**src/rtl/control_link_master_if.sv**
```systemverilog
// Byte-level bundle between the control-link master, the host register bus
// and the 8b/10b encoder/decoder pair.
interface control_link_master_if;
    logic        req_valid;
    logic        req_ready;
    logic        req_write;
    logic [15:0] req_addr;
    logic [31:0] req_data;
    logic        rsp_valid;
    logic [31:0] rsp_data;
    logic        rsp_timeout;
    logic [7:0]  tx_byte;
    logic        tx_isK;
    logic [7:0]  rx_byte;
    logic        rx_isK;
    logic        rx_linkOk;

    modport master (
        input  req_valid, req_write, req_addr, req_data,
        input  rx_byte, rx_isK, rx_linkOk,
        output req_ready, rsp_valid, rsp_data, rsp_timeout,
        output tx_byte, tx_isK
    );

    modport slave (
        output req_valid, req_write, req_addr, req_data,
        output rx_byte, rx_isK, rx_linkOk,
        input  req_ready, rsp_valid, rsp_data, rsp_timeout,
        input  tx_byte, tx_isK
    );
endinterface

```
**src/rtl/control_link_master.sv**
```systemverilog
// Initiator end of the serial control link: streams 8-byte request frames,
// parses 6-byte response frames and runs the strobe/ack four-phase handshake.
module control_link_master #(
    parameter int TIMEOUT = 4096
) (
    input  logic                         byte_clk,
    input  logic                         reset,
    control_link_master_if.master        bus
);

    localparam logic [1:0] ST_IDLE    = 2'd0;
    localparam logic [1:0] ST_REQ     = 2'd1;
    localparam logic [1:0] ST_RELEASE = 2'd2;

    localparam int              TO_W    = (TIMEOUT > 2) ? $clog2(TIMEOUT) : 1;
    localparam logic [TO_W-1:0] TO_LAST = TO_W'(TIMEOUT - 1);
    localparam logic [7:0]      K_COMMA = 8'hBC;

    logic [1:0]      state_q, state_d;
    logic [TO_W-1:0] to_cnt_q, to_cnt_d;
    logic            cur_write_q, cur_write_d;
    logic [15:0]     cur_addr_q, cur_addr_d;
    logic [31:0]     cur_data_q, cur_data_d;
    logic            rsp_valid_q, rsp_valid_d;
    logic            rsp_timeout_q, rsp_timeout_d;
    logic [31:0]     rsp_data_q, rsp_data_d;

    logic [2:0]      frame_cnt_q, frame_cnt_d;
    logic [7:0]      tx_byte_q, tx_byte_d;
    logic            tx_isk_q, tx_isk_d;
    logic            sh_write_q, sh_write_d;
    logic            sh_strobe_q, sh_strobe_d;
    logic [15:0]     sh_addr_q, sh_addr_d;
    logic [31:0]     sh_data_q, sh_data_d;

    logic            rx_active_q, rx_active_d;
    logic [2:0]      rx_cnt_q, rx_cnt_d;
    logic            rx_ack_tmp_q, rx_ack_tmp_d;
    logic [23:0]     rx_dat_tmp_q, rx_dat_tmp_d;
    logic            rx_ack_q, rx_ack_d;
    logic [31:0]     rx_dat_q, rx_dat_d;
    logic            rx_frame_q, rx_frame_d;

    logic            req_ready;
    logic            accept;

    // Ready stays low through the completion cycle so a new request cannot overlap it.
    assign req_ready = !reset && (state_q == ST_IDLE) && bus.rx_linkOk && !rsp_valid_q;
    assign accept    = bus.req_valid && req_ready;

    always_comb begin
        rx_active_d  = rx_active_q;
        rx_cnt_d     = rx_cnt_q;
        rx_ack_tmp_d = rx_ack_tmp_q;
        rx_dat_tmp_d = rx_dat_tmp_q;
        rx_ack_d     = rx_ack_q;
        rx_dat_d     = rx_dat_q;
        rx_frame_d   = 1'b0;
        if (!bus.rx_linkOk) begin
            rx_active_d = 1'b0;
        end else if (bus.rx_isK) begin
            rx_active_d = (bus.rx_byte == K_COMMA);
            rx_cnt_d    = 3'd1;
        end else if (rx_active_q) begin
            rx_cnt_d = rx_cnt_q + 3'd1;
            case (rx_cnt_q)
                3'd1: rx_ack_tmp_d        = bus.rx_byte[0];
                3'd2: rx_dat_tmp_d[7:0]   = bus.rx_byte;
                3'd3: rx_dat_tmp_d[15:8]  = bus.rx_byte;
                3'd4: rx_dat_tmp_d[23:16] = bus.rx_byte;
                3'd5: begin
                    rx_ack_d    = rx_ack_tmp_q;
                    rx_dat_d    = {bus.rx_byte, rx_dat_tmp_q};
                    rx_frame_d  = 1'b1;
                    rx_active_d = 1'b0;
                end
                default: rx_active_d = 1'b0;
            endcase
        end
    end

    always_comb begin
        state_d       = state_q;
        to_cnt_d      = to_cnt_q;
        cur_write_d   = cur_write_q;
        cur_addr_d    = cur_addr_q;
        cur_data_d    = cur_data_q;
        rsp_valid_d   = 1'b0;
        rsp_timeout_d = 1'b0;
        rsp_data_d    = rsp_data_q;
        case (state_q)
            ST_IDLE: begin
                if (accept) begin
                    cur_write_d = bus.req_write;
                    cur_addr_d  = bus.req_addr;
                    cur_data_d  = bus.req_data;
                    to_cnt_d    = '0;
                    state_d     = ST_REQ;
                end
            end
            ST_REQ, ST_RELEASE: begin
                to_cnt_d = to_cnt_q + TO_W'(1);
                // Loss of lock or budget expiry aborts even if a frame commits this cycle.
                if (!bus.rx_linkOk || (to_cnt_q == TO_LAST)) begin
                    rsp_valid_d   = 1'b1;
                    rsp_timeout_d = 1'b1;
                    rsp_data_d    = '0;
                    state_d       = ST_IDLE;
                end else if (rx_frame_q) begin
                    if ((state_q == ST_REQ) && rx_ack_q) begin
                        rsp_data_d = rx_dat_q;
                        state_d    = ST_RELEASE;
                    end else if ((state_q == ST_RELEASE) && !rx_ack_q) begin
                        rsp_valid_d = 1'b1;
                        state_d     = ST_IDLE;
                    end
                end
            end
            default: state_d = ST_IDLE;
        endcase
    end

    // Shadow is loaded from next-cycle request state so a frame never mixes two requests.
    always_comb begin
        frame_cnt_d = frame_cnt_q + 3'd1;
        sh_write_d  = sh_write_q;
        sh_strobe_d = sh_strobe_q;
        sh_addr_d   = sh_addr_q;
        sh_data_d   = sh_data_q;
        if (frame_cnt_q == 3'd7) begin
            sh_write_d  = cur_write_d;
            sh_strobe_d = (state_d == ST_REQ);
            sh_addr_d   = cur_addr_d;
            sh_data_d   = cur_data_d;
        end
        tx_isk_d = 1'b0;
        case (frame_cnt_d)
            3'd0: begin
                tx_byte_d = K_COMMA;
                tx_isk_d  = 1'b1;
            end
            3'd1:    tx_byte_d = {6'b0, sh_write_q, sh_strobe_q};
            3'd2:    tx_byte_d = sh_addr_q[7:0];
            3'd3:    tx_byte_d = sh_addr_q[15:8];
            3'd4:    tx_byte_d = sh_data_q[7:0];
            3'd5:    tx_byte_d = sh_data_q[15:8];
            3'd6:    tx_byte_d = sh_data_q[23:16];
            default: tx_byte_d = sh_data_q[31:24];
        endcase
    end

    always_ff @(posedge byte_clk or posedge reset) begin
        if (reset) begin
            state_q       <= ST_IDLE;
            to_cnt_q      <= '0;
            cur_write_q   <= 1'b0;
            cur_addr_q    <= '0;
            cur_data_q    <= '0;
            rsp_valid_q   <= 1'b0;
            rsp_timeout_q <= 1'b0;
            rsp_data_q    <= '0;
            frame_cnt_q   <= 3'd0;
            tx_byte_q     <= K_COMMA;
            tx_isk_q      <= 1'b1;
            sh_write_q    <= 1'b0;
            sh_strobe_q   <= 1'b0;
            sh_addr_q     <= '0;
            sh_data_q     <= '0;
            rx_active_q   <= 1'b0;
            rx_cnt_q      <= 3'd0;
            rx_ack_tmp_q  <= 1'b0;
            rx_dat_tmp_q  <= '0;
            rx_ack_q      <= 1'b0;
            rx_dat_q      <= '0;
            rx_frame_q    <= 1'b0;
        end else begin
            state_q       <= state_d;
            to_cnt_q      <= to_cnt_d;
            cur_write_q   <= cur_write_d;
            cur_addr_q    <= cur_addr_d;
            cur_data_q    <= cur_data_d;
            rsp_valid_q   <= rsp_valid_d;
            rsp_timeout_q <= rsp_timeout_d;
            rsp_data_q    <= rsp_data_d;
            frame_cnt_q   <= frame_cnt_d;
            tx_byte_q     <= tx_byte_d;
            tx_isk_q      <= tx_isk_d;
            sh_write_q    <= sh_write_d;
            sh_strobe_q   <= sh_strobe_d;
            sh_addr_q     <= sh_addr_d;
            sh_data_q     <= sh_data_d;
            rx_active_q   <= rx_active_d;
            rx_cnt_q      <= rx_cnt_d;
            rx_ack_tmp_q  <= rx_ack_tmp_d;
            rx_dat_tmp_q  <= rx_dat_tmp_d;
            rx_ack_q      <= rx_ack_d;
            rx_dat_q      <= rx_dat_d;
            rx_frame_q    <= rx_frame_d;
        end
    end

    assign bus.req_ready   = req_ready;
    assign bus.rsp_valid   = rsp_valid_q;
    assign bus.rsp_timeout = rsp_timeout_q;
    assign bus.rsp_data    = rsp_data_q;
    assign bus.tx_byte     = tx_byte_q;
    assign bus.tx_isK      = tx_isk_q;

endmodule

```
**src/flat_wrapper.sv**
```systemverilog
// flat-port wrapper written by rule: the top's interface ports become plain ports
module control_link_master_flat 
#(
    parameter int TIMEOUT = 4096
)
  (byte_clk, reset, bus_req_valid, bus_req_write, bus_req_addr, bus_req_data, bus_rx_byte, bus_rx_isK, bus_rx_linkOk, bus_req_ready, bus_rsp_valid, bus_rsp_data, bus_rsp_timeout, bus_tx_byte, bus_tx_isK);
  control_link_master_if bus_i ();
  input  logic byte_clk;
  input  logic reset;
  input wire logic [$bits(bus_i.req_valid)-1:0] bus_req_valid;
  input wire logic [$bits(bus_i.req_write)-1:0] bus_req_write;
  input wire logic [$bits(bus_i.req_addr)-1:0] bus_req_addr;
  input wire logic [$bits(bus_i.req_data)-1:0] bus_req_data;
  input wire logic [$bits(bus_i.rx_byte)-1:0] bus_rx_byte;
  input wire logic [$bits(bus_i.rx_isK)-1:0] bus_rx_isK;
  input wire logic [$bits(bus_i.rx_linkOk)-1:0] bus_rx_linkOk;
  output wire logic [$bits(bus_i.req_ready)-1:0] bus_req_ready;
  output wire logic [$bits(bus_i.rsp_valid)-1:0] bus_rsp_valid;
  output wire logic [$bits(bus_i.rsp_data)-1:0] bus_rsp_data;
  output wire logic [$bits(bus_i.rsp_timeout)-1:0] bus_rsp_timeout;
  output wire logic [$bits(bus_i.tx_byte)-1:0] bus_tx_byte;
  output wire logic [$bits(bus_i.tx_isK)-1:0] bus_tx_isK;
  assign bus_i.req_valid = bus_req_valid;
  assign bus_i.req_write = bus_req_write;
  assign bus_i.req_addr = bus_req_addr;
  assign bus_i.req_data = bus_req_data;
  assign bus_i.rx_byte = bus_rx_byte;
  assign bus_i.rx_isK = bus_rx_isK;
  assign bus_i.rx_linkOk = bus_rx_linkOk;
  assign bus_req_ready = bus_i.req_ready;
  assign bus_rsp_valid = bus_i.rsp_valid;
  assign bus_rsp_data = bus_i.rsp_data;
  assign bus_rsp_timeout = bus_i.rsp_timeout;
  assign bus_tx_byte = bus_i.tx_byte;
  assign bus_tx_isK = bus_i.tx_isK;
  control_link_master #(.TIMEOUT(TIMEOUT)) u_core (.byte_clk(byte_clk), .reset(reset), .bus(bus_i));
endmodule
```
**config.mk**
```make
export PLATFORM = sky130hd
export DESIGN_NAME = control_link_master_flat
export DESIGN_NICKNAME = d
export VERILOG_FILES = /design/src/rtl/control_link_master_if.sv /design/src/rtl/control_link_master.sv /design/src/flat_wrapper.sv
export SDC_FILE = /design/constraint.sdc
export NUM_CORES = 1
export LEC_CHECK = 0
export BUFFER_PORTS_ARGS = -buffer_cell sky130_fd_sc_hd__buf_2
export CAP_MARGIN = 40
export CORE_ASPECT_RATIO = 1.4
export CORE_UTILIZATION = 40
export DETAILED_ROUTE_END_ITERATION = 10
export PLACE_DENSITY = 0.65
export SLEW_MARGIN = 25
export SYNTH_ARGS = -nofsm -noshare
export SYNTH_HDL_FRONTEND = slang
export SYNTH_SLANG_ARGS = --single-unit
export TNS_END_PERCENT = 1
```
**constraint.sdc**
```tcl
create_clock -name byte_clk -period 7.2 [get_ports byte_clk]
set_clock_uncertainty 0.2 [all_clocks]
set_input_delay 0.36 -clock byte_clk [delete_from_list [all_inputs] [get_ports byte_clk]]
set_output_delay 0.36 -clock byte_clk [all_outputs]
set_load 0.01 [all_outputs]
```
After elaboration in Yosys (flattened, before gate mapping)
Index checks and enable logic that the tools add are counted.
{"block": "totals", "regBits": 222, "in_bits": 62}
{"block": "op_classes", "add_sub_neg": 3, "n_eq_ne": 18, "muxes": 36, "bitwise": 1, "reduce_logical": 27}
{"cell": "32-bit 2-to-1 mux", "n": 5}
{"cell": "8-bit case mux with 7 select lines", "n": 1}
{"cell": "16-bit 2-to-1 mux", "n": 2}
{"cell": "12-bit case mux with 2 select lines", "n": 1}
{"cell": "4-bit AND reduction", "n": 5}
{"cell": "3-bit equality test (second input constant)", "n": 6}
{"cell": "1-bit 2-to-1 mux", "n": 18}
{"cell": "12-bit by 1-bit adder with 12-bit output (second input constant)", "n": 1}
{"cell": "12-bit equality test (second input constant)", "n": 1}
{"cell": "3-bit by 2-bit equality test with 1-bit output (second input constant)", "n": 4}
{"cell": "12-bit 2-to-1 mux", "n": 1}
{"cell": "2-bit 2-to-1 mux", "n": 5}
{"cell": "8-bit equality test (second input constant)", "n": 1}
{"cell": "2-bit nonzero test", "n": 4}
{"cell": "3-bit by 1-bit adder with 3-bit output (second input constant)", "n": 2}
{"cell": "3-bit by 1-bit equality test with 1-bit output (second input constant)", "n": 2}
{"cell": "1-bit logical AND", "n": 6}
{"cell": "3-bit 2-to-1 mux", "n": 2}
{"cell": "2-bit by 1-bit equality test with 1-bit output (second input constant)", "n": 2}
{"cell": "1-bit zero test", "n": 4}
{"cell": "2-bit case mux with 2 select lines", "n": 1}
{"cell": "2-bit AND reduction", "n": 2}
{"cell": "4-bit OR reduction", "n": 1}
{"cell": "3-bit zero test", "n": 1}
{"cell": "7 further kinds", "n": 7}

Logic depth before layout (Yosys ltp)
Gate-level depths: netlist (run 1).
{"block": "logic_depth", "ltp_word": 8, "mapped_depth": 8, "depth_no_buf": 6}

Worst setup path before layout (run 1)
Ideal clock, no wire load.
{"block": "synth_timing", "path_type": "register -> register", "from": "register u_core.frame_cnt_q[0]", "to": "register u_core.tx_byte_q[4], in the netlist u_core.bus.tx_byte[4]", "t_arrival_ns": 1.959, "t_required_ns": 6.927, "slack_ns": 4.968, "stages_incl_launch_ff": 7, "path_buffers": 0, "synth_period_minus_slack_ns": 2.232, "cell_sequence": "dfrtp_1 > ha_1 > ha_1 > clkinv_1 > a2111oi_4 > nor3_1 > a21oi_1"}
{"block": "synth_via", "elab_chain_len": 3}
{"element": "from (decl)", "line": "control_link_master.sv:28", "source": "logic [2:0] frame_cnt_q, frame_cnt_d;"}
{"element": "from (signal assigned)", "line": "control_link_master.sv:185", "source": "frame_cnt_q <= frame_cnt_d;"}
{"element": "3-bit by 1-bit adder with 3-bit output *", "line": "control_link_master.sv:125", "source": "frame_cnt_d = frame_cnt_q + 3'd1;"}
{"element": "via u_core.frame_cnt_d[2]", "line": "control_link_master.sv:28"}
{"element": "3-bit equality test (tied with other cells)", "line": "control_link_master.sv:137", "source": "case (frame_cnt_d)"}
{"element": "8-bit case mux with 7 select lines *", "line": "control_link_master.sv:137"}
{"element": "via u_core.tx_byte_d[4]", "line": "control_link_master.sv:29", "source": "logic [7:0] tx_byte_q, tx_byte_d;"}
{"element": "to (signal assigned)", "line": "control_link_master.sv:186", "source": "tx_byte_q <= tx_byte_d;"}
{"element": "to (decl)", "line": "control_link_master.sv:29"}
Mark *: on every way through the listed nets, which the timed path passes. The rest lies on a longest branch.
A chain may end at the register's enable or synchronous reset.

Final worst setup path (run 1)
{"block": "layout_timing", "from": "register u_core.frame_cnt_q[0]", "to": "register u_core.tx_byte_q[5], in the netlist u_core.bus.tx_byte[5]"}
Same word-level chain as after synthesis.

==> impl_metrics.env, run 1 <==
export IMPL_diodes=0
export IMPL_worstMarginPinSlew_ps=753
export IMPL_dp_hpwl_mm=12.8
export IMPL_antenna_found_initial=0
export IMPL_synth_compound_area_share_pct=8.91
export IMPL_worstPathRequired_ps=7420
export IMPL_grt_first_pass_wirelength_mm=31.8
export IMPL_max_cap_violations=0
export IMPL_status="finished, final reports clean"
export IMPL_post_place_ws_ps=4260
export IMPL_synthAdderAreaFrac_pct=2.19
export IMPL_slowest_stage="a2111oi_4"
export IMPL_cp_num_buf_inv=1
export IMPL_path_cells="ha_1, ha_2, clkinv_1, a2111oi_4, nor3_1, a21oi_1"
export IMPL_grt_max_degree=92
export IMPL_setup_ws_ps=4250
export IMPL_area_delta_synth_final_pct=24.8
export IMPL_slew_limit_headroom_pct=49.8
export IMPL_hold_viol_final=0
export IMPL_final_max_slew_violation_count=0
export IMPL_syn_num_nets=695
export IMPL_post_drt_wl_per_cell_um=17.8
export IMPL_cts_tree="yes"
export IMPL_viasPerCell=5.07
export IMPL_cts_resized_gates=0
export IMPL_synth_simple_gate_area_share_pct=4.01
export IMPL_yosys_area_share_xor_xnor_pct=0
export IMPL_design_area_um2=11400
export IMPL_ys_types=47
export IMPL_seq_area_frac_synth_pct=60.8
export IMPL_synthArstFlopShare_pct=100
export IMPL_post_cts_setup_buffers=0
export IMPL_placed_area_um2=10000
export IMPL_rsz0062_at_grt="false"
export IMPL_gp_congestion=0.763
export IMPL_critical_path_top_delay_family="compound AO/OA/AOI/OAI gates"
export IMPL_clock_latency_ps=510
export IMPL_leakagePower_uw=0.00564
export IMPL_ant_nets=0
export IMPL_synthMuxAreaShare_pct=21.6
export IMPL_min_path_type="input pin to register"
export IMPL_cp_max_fo=16
export IMPL_min_from="bus_rx_byte[0]"
export IMPL_fmax_mhz=339
export IMPL_synth_edf_count=0
export IMPL_routed_wl_mm=19.6
export IMPL_grt_pass1_vias=5974
export IMPL_end_kind="register"
export IMPL_cts_max_level=1
export IMPL_track_usage_pct=17.2
export IMPL_fin_tns_setup_ps=0
export IMPL_synth_top_area_cell="dfrtp_1"
export IMPL_clk_pin_slew_ps=60
export IMPL_reg2reg_to="u_core.bus.tx_byte[5]"
export IMPL_min_delay_worst_endpoint="u_core.rx_dat_q[24]"
export IMPL_clockRootBuffer="clkbuf_16"
export IMPL_worst_r2r_path_depth=6
export IMPL_peakVddDrop_mv=0.194
export IMPL_fp_coreArea_um2=22500
export IMPL_critical_path_class="register to register"
export IMPL_syn_area_um2=9150
export IMPL_die_h_um=181
export IMPL_setup_viol=0
export IMPL_netlist_instances=617
export IMPL_fin_crit_ps=2950
export IMPL_dr_pass1_iters=5
export IMPL_drt_initial_drc_count=203
export IMPL_io_pins=106
export IMPL_grt_ovfl_total=0
export IMPL_synth_seq_cells=222
export IMPL_vias=5586
export IMPL_drive_above_1_share_pct=40.7
export IMPL_synthTopCellsByCount="dfrtp_1 (216), mux2_2 (108), mux2_4 (49)"
export IMPL_die_area_um2=23500
export IMPL_hold_slack_ps=39.9
export IMPL_cts_sinks=222
export IMPL_yosysWarnings=0
export IMPL_initial_core_util_pct=40.6
export IMPL_synth_ff_type="dfrtp_1"
export IMPL_yosysTopAreaCellShare_pct=59.1
export IMPL_route_detailed_drc=0
export IMPL_crit_reg2reg_launch="u_core.frame_cnt_q[0]"
export IMPL_crit_path_start_kind="register"
export IMPL_fp_dieW_um=130
export IMPL_final_nets=862
export IMPL_synth_most_common_cell="dfrtp_1"
export IMPL_cts_buffer_depth=3
export IMPL_worst_ep_arrival_time_ps=3170
export IMPL_synthTopCellsByArea="dfrtp_1 (59%), mux2_2 (13%), mux2_4 (8.0%)"
export IMPL_placementRows=65
export IMPL_crit_path_max_incr_delay_ps=770
export IMPL_finalCritPeriodShare_pct=40.9
export IMPL_whs_path_depth=2
export IMPL_syn_area_per_cell_um2=14.8
export IMPL_ff2ff_setup_slack_ps=4250
export IMPL_powerDensity_nw_per_um2=313
export IMPL_cts_buffers=23
export IMPL_port_buffers=105
export IMPL_synth_top_family_by_area="multiplexers"
## timing repair
action | in CTS | in global routing
hold buffers | 59 | 0
endpoints found under the hold margin | 123 | 0
endpoints found under the setup margin | 0 | 0
## placed cells by master, fill, tap and decap left out, types with 2 or more instances in the layout
cell type and n:
or2_2 2, a21oi_1 14, o31ai_1 7, nor2_1 7, bufinv_16 3, clkbuf_16 23, a22o_1 33, a211oi_1 2
inv_6 2, mux2_2 108, nand2_1 20, buf_2 105, clkinv_2 6, a222oi_1 5, or3_1 3, buf_4 5
nor2b_1 4, a22oi_1 4, ha_1 15, or4_1 5, mux2i_1 2, and2_1 3, mux2_4 49, dlygate4sd3_1 59
nand3_1 8, dfrtp_1 216, and4bb_2 2, buf_16 3, o21ai_0 19, o211ai_1 3, nand4_1 2, nor3_1 3
inv_1 15, clkbuf_8 3, clkbuf_1 5, dfstp_2 6, a221oi_1 7, a21o_1 4
## state kept, by name, summed over array words and instances (netlist names), 2 cells and up
signal               count
u_core.sh_addr_q        16
u_core.state_q           2
u_core.frame_cnt_q       3
u_core.cur_addr_q       16
u_core.bus.tx_byte       8
u_core.rx_dat_tmp_q     24
u_core.rx_cnt_q          3
u_core.to_cnt_q         12
u_core.rx_dat_q         32
u_core.sh_data_q        32
u_core.bus.rsp_data     32
u_core.cur_data_q       32
## where the power goes
group	switching (µW)	total [µW]	leakage (µW)	internal, µW
clock network	476	1200	0.000386	729
logic	261	666	0.00238	405
registers	153	1700	0.00287	1550
total	890	3570	0.00564	2680
## final cells by class
class / instances / area, µm²
inverters: 17 / 71.3
clock inverters: 11 / 138
fillers: 1929 / 11100
well taps: 301 / 377
clock buffers: 31 / 636
repair buffers: 173 / 1260
multi-input cells: 347 / 3370
flip-flops and latches: 222 / 5560
## logic make-up after synthesis
logic type | after synthesis
AO/OA/AOI/OAI | 105
multiplexers | 159
AND/OR/NAND/NOR | 67
flip-flops | 222
buffers and inverters | 48
adder cells (fa/ha/maj) | 16
## routing by layer
metal,track usage [%],part of all wire [%]
met1,20.9,41
met4,4.84,2.7
met5,0,0
met3,3.41,5.0
met2,30.5,51
## how the worst max path moves through the flow
stage | startpoint | to | slack, ps | cells after the start
floorplan | reset | u_core.bus.rsp_data[0] | 570 | 1
global placement | u_core.frame_cnt_q[0] | u_core.bus.tx_byte[5] | 4320 | 6
detailed placement | u_core.frame_cnt_q[0] | u_core.bus.tx_byte[5] | 4260 | 6
CTS | u_core.frame_cnt_q[0] | u_core.bus.tx_byte[5] | 4250 | 6
global route | u_core.frame_cnt_q[0] | u_core.bus.tx_byte[5] | 4080 | 6
finish | u_core.frame_cnt_q[0] | u_core.bus.tx_byte[5] | 4250 | 6
## metrics by stage
stage / cells / total power, µW / util (%)
detailed placement: 1001 / 2370 / 44.6
global placement: 996 / 2330 / 44.1
finish: 1102 / 3570 / 50.7
global route: 1102 / 3750 / 50.7
floorplan: 617 / 2170 / -
CTS: 1102 / 3630 / 50.7
## worst reg2reg max path, stage by stage, from the launching register on
cell       delay [ps]
dfrtp_1           420
ha_1              220
ha_2              530
clkinv_1          400
a2111oi_4         770
nor3_1            170
a21oi_1           160
Power figures use the tool's default switching activity.
==> run 2: changes to the inputs <==
Settings changed: PLACE_DENSITY 0.65 to 0.67.
Clock period 7.2 ns to 2.7 ns, I/O delays scaled along.
==> run 2 against run 1 <==
Compared with the run above: sequential share of layout area down 0.61 points; clock power rose to 2.7 times the previous value; critical path depth up 1; final cell count up 1.4%; die area unchanged.
==> impl_metrics.env, run 2 (synthesis results as in run 1) <==
export IMPL_ant_nets=0
export IMPL_diodes=0
export IMPL_placementRows=65
export IMPL_worstMarginPinSlew_ps=768
export IMPL_die_area_um2=23500
export IMPL_final_common_cell="dfrtp_1"
export IMPL_crit_path_start_kind="register"
export IMPL_worstPathRequired_ps=2920
export IMPL_worst_ep_arrival_time_ps=2510
export IMPL_cts_buffers=23
export IMPL_route_detailed_drc=0
export IMPL_initial_core_util_pct=40.6
export IMPL_powerDensity_nw_per_um2=822
export IMPL_fp_dieW_um=130
export IMPL_p_sw_uw=2390
export IMPL_post_cts_setup_buffers=0
export IMPL_leakagePower_uw=0.00570
export IMPL_status="finished, final reports clean"
export IMPL_p_sw_share_pct=25.2
export IMPL_gp_congestion=0.774
export IMPL_post_drt_wl_per_cell_um=17.5
export IMPL_viasPerCell=5.01
export IMPL_drive_above_1_share_pct=41.5
export IMPL_critical_path_top_delay_family="simple AND/OR/NAND/NOR gates"
export IMPL_end_kind="register"
export IMPL_critical_path_class="register to register"
export IMPL_seqPwrFrac_pct=47.5
export IMPL_hold_viol_final=0
export IMPL_path_cells="inv_1, ha_1, and4bb_2, a22oi_1, buf_4, or4_1, a21oi_1"
export IMPL_grt_ovfl_total=0
export IMPL_fin_tns_setup_ps=0
export IMPL_cp_max_fo=20
export IMPL_max_cap_violations=0
export IMPL_layout_common_cells="dfrtp_1 (216), mux2_2 (108), buf_2 (105), dlygate4sd3_1 (63), mux2_4 (49)"
export IMPL_grt_first_pass_wirelength_mm=31.3
export IMPL_min_path_type="input pin to async pin"
export IMPL_comb_power_share_pct=19.0
export IMPL_cts_buffer_depth=3
export IMPL_slowest_stage="or4_1"
export IMPL_final_max_slew_violation_count=0
export IMPL_clkPwrFrac_pct=33.5
export IMPL_clock_latency_ps=500
export IMPL_clockRootBuffer="clkbuf_16"
export IMPL_cts_tree="yes"
export IMPL_final_nets=878
export IMPL_die_h_um=181
export IMPL_port_buffers=105
export IMPL_fmax_mhz=437
export IMPL_rsz0062_at_grt="false"
export IMPL_cp_num_buf_inv=2
export IMPL_crit_path_max_incr_delay_ps=500
export IMPL_cts_sinks=222
export IMPL_cts_max_level=1
export IMPL_area_delta_synth_final_pct=26.4
export IMPL_internal_power_uw=7110
export IMPL_fp_coreArea_um2=22500
export IMPL_peakVddDrop_mv=0.452
export IMPL_dp_hpwl_mm=12.8
export IMPL_io_pins=106
export IMPL_slew_limit_headroom_pct=48.8
export IMPL_fin_crit_ps=2290
export IMPL_track_usage_pct=17.0
export IMPL_clk_pin_slew_ps=60
export IMPL_power_total_uw=9500
export IMPL_setup_viol=0
export IMPL_routed_wl_mm=19.5
export IMPL_antenna_found_initial=0
export IMPL_vias=5594
export IMPL_dr_pass1_iters=4
export IMPL_finalCritPeriodShare_pct=84.8
export IMPL_grt_pass1_vias=6065
export IMPL_drt_initial_drc_count=177
export IMPL_grt_max_degree=44
## run 2: cell type report
type	instances	area [µm²]
Sequential cell	222	5560
Timing Repair Buffer	189	1410
Multi-Input combinational cell	347	3370
Clock inverter	10	116
Clock buffer	31	656
Tap cell	301	377
Fill cell	1902	11000
Inverter	17	67.6
## run 2: repair_timing
action	CTS	global route
resized for setup	0	0
endpoints found under the hold margin	215	0
hold buffers	63	0
## run 2: per-layer routing
layer | track usage [%] | vias up | wire length (µm)
met1 | 19.9 | 2820 | 8180
met2 | 30.7 | 123 | 9890
li1 | - | 2623 | -
met4 | 5.12 | 0 | 459
met3 | 3.55 | 28 | 1010
met5 | 0 | - | 0
## run 2: per-stage QoR
stage / utilization [%] / cells / setup slack (ps) / hold slack, ps / area [µm²]
floorplan: - / 617 / -526 / 83.9 / 9150
global placement: 45.0 / 1012 / 473 / 182 / 10100
detailed placement: 45.1 / 1013 / 454 / -3.75 / 10200
CTS: 51.3 / 1117 / 436 / 10.4 / 11600
global route: 51.3 / 1117 / 302 / 39.5 / 11600
finish: 51.3 / 1117 / 411 / 27.7 / 11600
## run 2: final timing paths
path	from	to	slack [ps]	cells past startpoint
max in group asynchronous	reset	u_core.bus.tx_isK	1470	5
min	reset	u_core.rx_frame_q	30	3
min in group byte_clk	bus_req_data[17]	u_core.cur_data_q[17]	220	3
max reg2reg	u_core.state_q[1]	u_core.to_cnt_q[7]	410	7
max	u_core.state_q[1]	u_core.to_cnt_q[7]	410	7
min reg2reg	u_core.rx_dat_q[19]	u_core.bus.rsp_data[19]	270	1
## run 2: power groups by stage
stage	Clock (µW)	Sequential (µW)	Combinational (µW)
after detailed placement	0	4570	1740
after floorplan	0	4430	1360
after global routing	3410	4590	1970
after CTS	3280	4510	1830
final	3180	4520	1800
after global placement	0	4530	1710
## run 2: worst register-to-register path, stage by stage, from the launching register on
cell and delay, ps:
dfrtp_1 440, inv_1 110, ha_1 270, and4bb_2 270, a22oi_1 70, buf_4 210, or4_1 500, a21oi_1 150
==> run 3: changes to the inputs <==
Settings changed: ABC_AREA from default to 1.
Clock period 2.7 ns to 1.9 ns, I/O delays scaled along.
==> run 3 against run 2 <==
Compared with the run above: via count grew 28%; non-clock buffer count increased by 22; count of clock-buffer cells in the layout increased by 5; fmax grew 22%; final cell count is 34% higher; sequential power up 41%; clock power grew 36%; sequential cell count stayed put; utilization up 2.3 points; critical path type unchanged; critical endpoint is now u_core.bus.tx_byte[3]; largest power group unchanged.
==> impl_metrics.env, run 3 <==
export IMPL_status="finished, final reports clean"
export IMPL_startpoint="u_core.frame_cnt_q[1]"
export IMPL_num_fill_cells=1993
export IMPL_cp_num_buf_inv=2
export IMPL_fin_crit_ps=1880
export IMPL_routed_wl_mm=21.9
export IMPL_slowest_stage="dfrtp_1"
export IMPL_synth_seq_cells=222
export IMPL_dp_hpwl_mm=13.9
export IMPL_synthTopCellsByCount="nand2_1 (289), dfrtp_1 (216), inv_1 (134)"
export IMPL_leakagePower_uw=0.00582
export IMPL_hold_viol_final=0
export IMPL_rsz0062_at_grt="true"
export IMPL_synthArstFlopShare_pct=100
export IMPL_synth_most_common_cell="nand2_1"
export IMPL_final_max_slew_violation_count=0
export IMPL_placementRows=64
export IMPL_io_pins=106
export IMPL_fin_util_pct=53.6
export IMPL_layout_common_cells="nand2_1 (280), dfrtp_1 (216), inv_1 (128), o21ai_0 (112), buf_2 (105)"
export IMPL_ant_nets=0
export IMPL_slew_limit_headroom_pct=64.0
export IMPL_critical_path_top_delay_family="adder cells"
export IMPL_end_kind="register"
export IMPL_area_delta_synth_final_pct=30.3
export IMPL_die_area_um2=23300
export IMPL_worstPathRequired_ps=2120
export IMPL_synth_top_area_cell="dfrtp_1"
export IMPL_peakVddDrop_mv=0.904
export IMPL_cts_max_level=1
export IMPL_worst_ep_arrival_time_ps=2100
export IMPL_power_total_uw=13300
export IMPL_syn_area_per_cell_um2=9.17
export IMPL_syn_num_nets=1069
export IMPL_finalCritPeriodShare_pct=99.0
export IMPL_min_path_type="input pin to async pin"
export IMPL_antenna_found_initial=2
export IMPL_cts_tree="yes"
export IMPL_path_cells="ha_2, ha_4, clkinvlp_4, nand2_4, buf_6, o22ai_1, nor3_2, o21ai_1"
export IMPL_syn_area_um2=9090
export IMPL_fmax_mhz=531
export IMPL_seqCellArea_um2=5560
export IMPL_viasPerCell=4.76
export IMPL_synthTopCellsByArea="dfrtp_1 (59%), nand2_1 (12%), o21ai_0 (6.8%)"
export IMPL_grt_first_pass_wirelength_mm=34.4
export IMPL_final_nets=1266
export IMPL_grt_pass1_vias=7170
export IMPL_drive_above_1_share_pct=19.2
export IMPL_powerDensity_nw_per_um2=1130
export IMPL_gp_congestion=0.889
export IMPL_vias=7147
export IMPL_max_cap_violations=0
export IMPL_cp_max_fo=7
export IMPL_fp_dieW_um=129
export IMPL_initial_core_util_pct=41.1
export IMPL_clk_pin_slew_ps=60
export IMPL_hold_slack_ps=160
export IMPL_yosysWarnings=0
export IMPL_critical_path_class="register to register"
export IMPL_crit_path_max_incr_delay_ps=380
export IMPL_route_detailed_drc=0
export IMPL_crit_path_start_kind="register"
export IMPL_setup_viol=0
export IMPL_multi_input_area_um2=2980
export IMPL_seq_area_frac_synth_pct=61.2
export IMPL_yosysTopAreaCellShare_pct=59.5
export IMPL_grt_ovfl_total=0
export IMPL_grt_max_degree=101
export IMPL_die_h_um=180
export IMPL_ys_types=30
export IMPL_cts_sinks=222
export IMPL_synth_ff_type="dfrtp_1"
export IMPL_cts_buffer_depth=3
export IMPL_crit_reg2reg_launch="u_core.frame_cnt_q[1]"
export IMPL_synth_edf_count=0
export IMPL_worstMarginPinSlew_ps=540
export IMPL_track_usage_pct=18.4
export IMPL_clockRootBuffer="clkbuf_16"
export IMPL_drt_initial_drc_count=342
export IMPL_port_buffers=105
export IMPL_cts_buffers=23
export IMPL_clock_latency_ps=490
export IMPL_netlist_instances=991
export IMPL_fp_coreArea_um2=22100
export IMPL_post_drt_wl_per_cell_um=14.6
export IMPL_final_common_cell="nand2_1"
export IMPL_dr_pass1_iters=4
==> run 3: path summary, 6_finish.rpt <==
check / endpoint / slack [ps] / depth (start not counted)
max reg2reg: u_core.bus.tx_byte[3] / 20 / 8
min in group byte_clk: u_core.cur_data_q[0] / 160 / 4
min reg2reg: u_core.cur_addr_q[6] / 270 / 2
min: u_core.sh_addr_q[1] / 160 / 4
max in group asynchronous: u_core.bus.tx_isK / 850 / 4
max: u_core.bus.tx_byte[3] / 20 / 8
==> run 3: stage by stage <==
stage,setup WS (ps),area [µm²],setup TNS (ps),cells
2_1_floorplan,-1290,9090,-281040,991
3_3_place_gp,-77.4,10200,-318,1391
3_5_place_dp,-123,10200,-712,1391
4_1_cts,6.89,11500,0,1492
5_1_grt,-40.6,11800,-200,1502
6_report,18.3,11800,0,1502
==> run 3: cells by family (layout without fill, tap and decap cells) <==
logic type,count (synthesis),count (layout),synth area share (%)
DFF,222,222,61.2
buffers and inverters,177,389,7.80
xor gates and xnor gates,2,2,0.193
adders and majority gates,16,16,2.20
other,0,2,0
and+or+nand+nor,381,381,17.0
AOI/OAI and AO/OA,193,193,11.6
==> run 3: layout make-up <==
cell class | instances | area share, %
antenna | 2 | 0.0422
clock buffer | 36 | 5.44
clock inverter | 4 | 0.623
inverter | 138 | 4.52
multi-input combinational | 592 | 25.2
sequential | 222 | 47.0
tap | 297 | 3.14
timing repair buffer | 211 | 14.1
==> run 3: report_power, final <==
part | switching, µW | total (µW) | internal [µW]
Combinational | 1580 | 2640 | 1060
Clock | 1740 | 4330 | 2590
Sequential | 455 | 6370 | 5910
==> run 3: timing repair <==
action                                 CTS  global route
endpoints found under the hold margin  365             0
setup buffers                            0             4
hold buffers                            61             0
gates resized for setup                  7            55
cloned                                   0             4
pin swaps                                2            18
setup endpoints to repair                8            87
==> run 3: worst min-delay path: stages <==
cell and delay [ps]:
dlygate4sd3_1 560, buf_2 160, clkinvlp_4 120, buf_4 310
==> run 3: metal layers <==
layer / wire length (µm) / track usage, % / vias up
li1: - / - / 3546
met1: 9100 / 22.2 / 3408
met2: 11300 / 33.1 / 159
met3: 827 / 2.61 / 34
met4: 620 / 6.00 / 0
met5: 0 / 0 / -
